[config.mk]
export PLATFORM = sky130hd
export DESIGN_NAME = tx_ds_char_param
export DESIGN_NICKNAME = d
export VERILOG_FILES = /design/src/rtl/tx_ds_char_param.sv
export SDC_FILE = /design/constraint.sdc
export NUM_CORES = 1
export LEC_CHECK = 0
export ABC_AREA = 0
export BUFFER_PORTS_ARGS = -buffer_cell sky130_fd_sc_hd__buf_2
export CAP_MARGIN = 10
export CORE_MARGIN = 2
export CORE_UTILIZATION = 58
export CTS_CLUSTER_DIAMETER = 40
export DETAILED_ROUTE_END_ITERATION = 6
export MAX_ROUTING_LAYER = met4
export PLACE_DENSITY = 0.84
export SYNTH_ARGS = -nofsm -noshare
export SYNTH_HDL_FRONTEND = slang
export SYNTH_SLANG_ARGS = --single-unit
[constraint.sdc]
create_clock -name TxClk -period 2.45 [get_ports TxClk]
set_input_delay 0.1225 -clock TxClk [delete_from_list [all_inputs] [get_ports TxClk]]
set_output_delay 0.1225 -clock TxClk [all_outputs]
set_load 0.03 [all_outputs]
[src/rtl/tx_ds_char_param.sv]
// rtl/tx_ds_char_param.sv - dual-rail character transmitter with programmable bit period and NULL fill
module tx_ds_char_param #(
    parameter int DATA_W  = 8,
    parameter int CTRL_W  = 2,
    parameter int BIT_DIV = 1,
    parameter int RZ_GAP  = 1
) (
    input  logic              TxClk,
    input  logic              TxReset,
    input  logic              valid_i,
    input  logic [DATA_W-1:0] dat_i,
    input  logic              lchar_i,
    input  logic              idle_null_i,
    output logic              ready_o,
    output logic              busy_o,
    output logic              Tx1,
    output logic              Tx0
);

    localparam int CW = (BIT_DIV > 1) ? $clog2(BIT_DIV) : 1;
    localparam int BW = $clog2(DATA_W);
    localparam logic [CW-1:0]     CNT_LAST  = CW'(BIT_DIV - 1);
    localparam logic [BW-1:0]     DATA_LAST = BW'(DATA_W - 1);
    localparam logic [BW-1:0]     CTRL_LAST = BW'(CTRL_W - 1);
    localparam logic [DATA_W-1:0] CTRL_MASK = {DATA_W{1'b1}} >> (DATA_W - CTRL_W);

    typedef enum logic [2:0] {
        S_IDLE,
        S_PAR,
        S_FLAG,
        S_BITS,
        S_GAP
    } state_t;

    // Holding register: one character buffered ahead of the engine
    logic              hold_full;
    logic              hold_lchar;
    logic [DATA_W-1:0] hold_dat;

    // Engine state
    state_t            state, state_n;
    logic [CW-1:0]     cnt, cnt_n;
    logic              cur_flag, flag_n;
    logic [DATA_W-1:0] sh, sh_n;
    logic [BW-1:0]     bit_idx, idx_n;
    logic              acc, acc_n;
    logic              fct_pend, fct_n;
    logic              tx1_n, tx0_n;

    // Combinational helpers
    logic              take;
    logic              sym_end;
    logic              decide;
    logic              start;
    logic              st_flag;
    logic [DATA_W-1:0] st_dat;
    logic [BW-1:0]     last_idx;

    assign ready_o = ~hold_full & ~TxReset;
    assign busy_o  = (state != S_IDLE) | hold_full;

    // Holding register: filled on a handshake, emptied when the engine starts it
    always_ff @(posedge TxClk or posedge TxReset) begin
        if (TxReset) begin
            hold_full  <= 1'b0;
            hold_lchar <= 1'b0;
            hold_dat   <= '0;
        end else if (take) begin
            hold_full  <= 1'b0;
        end else if (valid_i && ready_o) begin
            hold_full  <= 1'b1;
            hold_lchar <= lchar_i;
            hold_dat   <= dat_i;
        end
    end

    // Engine registers, including the registered rail outputs
    always_ff @(posedge TxClk or posedge TxReset) begin
        if (TxReset) begin
            state    <= S_IDLE;
            cnt      <= '0;
            cur_flag <= 1'b0;
            sh       <= '0;
            bit_idx  <= '0;
            acc      <= 1'b0;
            fct_pend <= 1'b0;
            Tx1      <= 1'b0;
            Tx0      <= 1'b0;
        end else begin
            state    <= state_n;
            cnt      <= cnt_n;
            cur_flag <= flag_n;
            sh       <= sh_n;
            bit_idx  <= idx_n;
            acc      <= acc_n;
            fct_pend <= fct_n;
            Tx1      <= tx1_n;
            Tx0      <= tx0_n;
        end
    end

    // Next-state and next-symbol logic; rails are computed one cycle ahead of their edge
    always_comb begin
        state_n  = state;
        cnt_n    = cnt;
        flag_n   = cur_flag;
        sh_n     = sh;
        idx_n    = bit_idx;
        acc_n    = acc;
        fct_n    = fct_pend;
        tx1_n    = Tx1;
        tx0_n    = Tx0;
        take     = 1'b0;
        decide   = 1'b0;
        start    = 1'b0;
        st_flag  = 1'b0;
        st_dat   = '0;
        sym_end  = (cnt == CNT_LAST);
        last_idx = cur_flag ? CTRL_LAST : DATA_LAST;

        // The divider only runs while a symbol is on the rails
        if (state != S_IDLE) begin
            cnt_n = sym_end ? '0 : cnt + 1'b1;
        end

        case (state)
            S_IDLE: begin
                decide = 1'b1;
            end
            S_PAR: begin
                if (sym_end) begin
                    state_n = S_FLAG;
                    tx1_n   = cur_flag;
                    tx0_n   = ~cur_flag;
                end
            end
            S_FLAG: begin
                if (sym_end) begin
                    // First payload bit restarts the parity accumulator
                    state_n = S_BITS;
                    idx_n   = '0;
                    tx1_n   = sh[0];
                    tx0_n   = ~sh[0];
                    acc_n   = sh[0];
                    sh_n    = sh >> 1;
                end
            end
            S_BITS: begin
                if (sym_end) begin
                    if (bit_idx == last_idx) begin
                        if (RZ_GAP != 0) begin
                            state_n = S_GAP;
                            tx1_n   = 1'b0;
                            tx0_n   = 1'b0;
                        end else begin
                            decide = 1'b1;
                        end
                    end else begin
                        idx_n = bit_idx + 1'b1;
                        tx1_n = sh[0];
                        tx0_n = ~sh[0];
                        acc_n = acc ^ sh[0];
                        sh_n  = sh >> 1;
                    end
                end
            end
            S_GAP: begin
                if (sym_end) begin
                    decide = 1'b1;
                end
            end
            default: begin
                state_n = S_IDLE;
            end
        endcase

        // Character-start decision: a pending FCT keeps NULL atomic, then user data, then NULL fill
        if (decide) begin
            if (fct_pend) begin
                start   = 1'b1;
                st_flag = 1'b1;
                st_dat  = '0;
                fct_n   = 1'b0;
            end else if (hold_full) begin
                start   = 1'b1;
                st_flag = hold_lchar;
                st_dat  = hold_dat;
                take    = 1'b1;
            end else if (idle_null_i) begin
                start   = 1'b1;
                st_flag = 1'b1;
                st_dat  = '1;
                fct_n   = 1'b1;
            end

            if (start) begin
                // acc already holds the parity of every payload bit of the previous character
                state_n = S_PAR;
                flag_n  = st_flag;
                sh_n    = st_flag ? (st_dat & CTRL_MASK) : st_dat;
                tx1_n   = ~(acc ^ st_flag);
                tx0_n   = acc ^ st_flag;
            end else begin
                state_n = S_IDLE;
                tx1_n   = 1'b0;
                tx0_n   = 1'b0;
            end
        end
    end

endmodule

==> flow_summary.yaml <==
status:
  outcome: "complete, no violations"
placed_design:
  globalplace.congestion: 0.797
  place_ws_ps: 873
  io_buffers: 16
  dp.cells: 175
  place.detailed.hpwl_mm: 2.14
cells_and_area:
  syn2layout_area_growth_pct: 12.4
  fillers: 203
  final_cell_mix: "29 x dfrtp_1, 16 x buf_2, 11 x o21ai_0"
  nets: 169
  diodes: 0
  mostFrequentLayoutCell: "dfrtp_1"
  drive_gt1_frac: 0.258
  instances_no_fill: 185
timing:
  rsz0062_at_grt: "no"
  skew_ps: 7.01
  drv_slew: 0
  min_period_over_period: 0.770
  final.setup.tns_ps: 0
  max_freq_ghz: 0.530
  finalHoldViolCount: 0
  setup_viol: 0
  min_period_ps: 1890
  relSlewSlack: 0.638
  worst_pin_slew_ps: 544
  setup_slack_ps: 564
cts:
  clkTransAtPathRegs_ps: 90
  numCtsBuffers: 5
  h-tree-depth: 2
  ctsRootBufferMaster: "clkbuf_4"
  clock-sinks: 29
  clk_path_buf_depth: 2
  insertion_delay_ps: 340
  cts_tree: "yes"
setup_path:
  crit_fanout: 9
  cp-end-kind: "output port"
  timing.rr.start: "hold_full$_DFFE_PP0P_"
  required_ps: 2330
  reg2regPathDepth: 3
  worstSetupPathType: "reg -> out"
  r2r_slack_ps: 860
  cp-start-kind: "flip-flop"
  worstReg2RegEnd: "hold_dat[0]$_DFFE_PP0P_"
  worstPathArrival_ps: 1760
global_route:
  top_usage_layer: "met2"
  met1_usage: 0.328
  grt_use_total: 0.257
  grt_max_degree: 20
  grt_pass1_vias: 1071
  grtUsageMet2: 0.394
  gr-total-overflow: 0
  grt_pass1_wl_mm: 5.03
  use_met3: 0.0750
  antenna_found_initial: 0
synth:
  ys_warn_count: 0
  syn_inst: 134
  ys_seq_elements: 29
  synth_area_sq_um: 1460
  yosysSeqAreaShare: 0.499
  synthDistinctLibCells: 39
  syn_nets: 148
  synth_top_flop_cell: "dfrtp_1"
  synth_area_per_cell_sq_um: 10.9
  async_flop_share: 1.00
  synth_edf_count: 0
routing:
  postRouteWirelength_mm: 3.11
  via_per_inst: 6.26
  final_antenna_net_count: 0
  num_vias: 1158
  firstDrtPassIters: 4
  drt_iter0_markers: 47
  drc: 0
  avgRoutedWirePerCell_microns: 16.8
min_path:
  min-delay-start: "dat_i[2]"
  min_path_cells: 2
  hp-class: "in -> reg"
  hold_end: "hold_dat[2]$_DFFE_PP0P_"
floorplan:
  core-area_sq_um: 2430
  dieArea_sq_um: 2930
  fp.dieW_microns: 54.1
  num_rows: 18
  die_h_microns: 54.1
  io_pins: 17
  start_util: 0.598
pwr:
  peakVddDrop_mv: 0.836
  leakagePower_nw: 0.764
  power.density_nw_per_um2: 1300
  finalPower_mw: 2.13
job:
  maxCapViolCount: 0
-- kinds of logic (layout without fill, tap and decap cells) --
logic type / count (synthesis) / count (layout) / synth area share
buf+inv: 14 / 35 / 0.0413
compound gates: 47 / 47 / 0.248
mux: 8 / 8 / 0.0611
flops: 29 / 29 / 0.499
simple gates: 35 / 35 / 0.142
fa+ha+maj: 1 / 1 / 0.00860
-- worst max-delay path, stage by stage (launching register included) --
cell and delay (ps):
dfrtp_1 520, or2_2 400, or3_1 330, buf_2 190
-- synth_stat cells (5+ instances only) --
cell type / number / area [sq um]
dfrtp_1: 29 / 726
a32o_1: 6 / 60.1
inv_1: 8 / 30.0
a21oi_1: 5 / 25.0
nor2_1: 9 / 33.8
nand2_1: 6 / 22.5
o21ai_0: 11 / 55.1
mux2_2: 7 / 78.8
a31o_1: 6 / 52.6
buf_2: 6 / 30.0
-- sequential cells by signal, summed over array words and instances, names as in the netlist --
register and cells:
hold_lchar 1, acc 1, state 3, Tx1 1
hold_full 1, sh 8, hold_dat 8, fct_pend 1
cur_flag 1, bit_idx 3, Tx0 1
-- power by group --
group | internal, mW | switching [mW] | leakage, nW
logic | 0.399 | 0.496 | 0.372
registers | 0.699 | 0.243 | 0.360
clock network | 0.135 | 0.161 | 0.0314
total | 1.23 | 0.901 | 0.764
-- worst max path at each step --
stage                          startpoint                      end  slack (ps)
floorplan           hold_full$_DFFE_PP0P_  hold_dat[0]$_DFFE_PP0P_         620
global placement    hold_full$_DFFE_PP0P_  hold_dat[0]$_DFFE_PP0P_         910
detailed placement  hold_full$_DFFE_PP0P_  hold_dat[0]$_DFFE_PP0P_         870
CTS                  state[0]$_DFFE_PP0P_                   busy_o         560
global route         state[0]$_DFFE_PP0P_                   busy_o         510
finish               state[0]$_DFFE_PP0P_                   busy_o         560
-- stage by stage --
stage | instance area, sq um | util | hold slack (ps)
final | 1640 | 0.672 | 17.9
after global routing | 1640 | 0.672 | 11.9
after CTS | 1640 | 0.672 | 11.4
after detailed placement | 1550 | 0.637 | 137
after global placement | 1550 | 0.637 | 130
after floorplan | 1460 | - | 201
-- metal layers --
metal	up-vias	wire length [microns]
met3	6	175
met4	0	55
li1	539	-
met5	-	0
met1	570	1350
met2	43	1520
-- area by class of cell --
cell class / count / area, sq um / area share
flip-flops and latches: 29 / 726 / 0.444
multi-input cells: 91 / 669 / 0.409
repair buffers: 20 / 118 / 0.0719
clock buffers: 7 / 55.1 / 0.0337
well taps: 30 / 37.5 / 0.0230
inverters: 8 / 30.0 / 0.0184
-- what timing repair did --
item | in CTS | in global routing
gates resized for setup | 0 | 0
endpoints found under the setup margin | 0 | 0
hold buffers | 3 | 0
endpoints found under the hold margin | 12 | 0
buffers inserted | 0 | 0
Power figures use the tool's default switching activity.
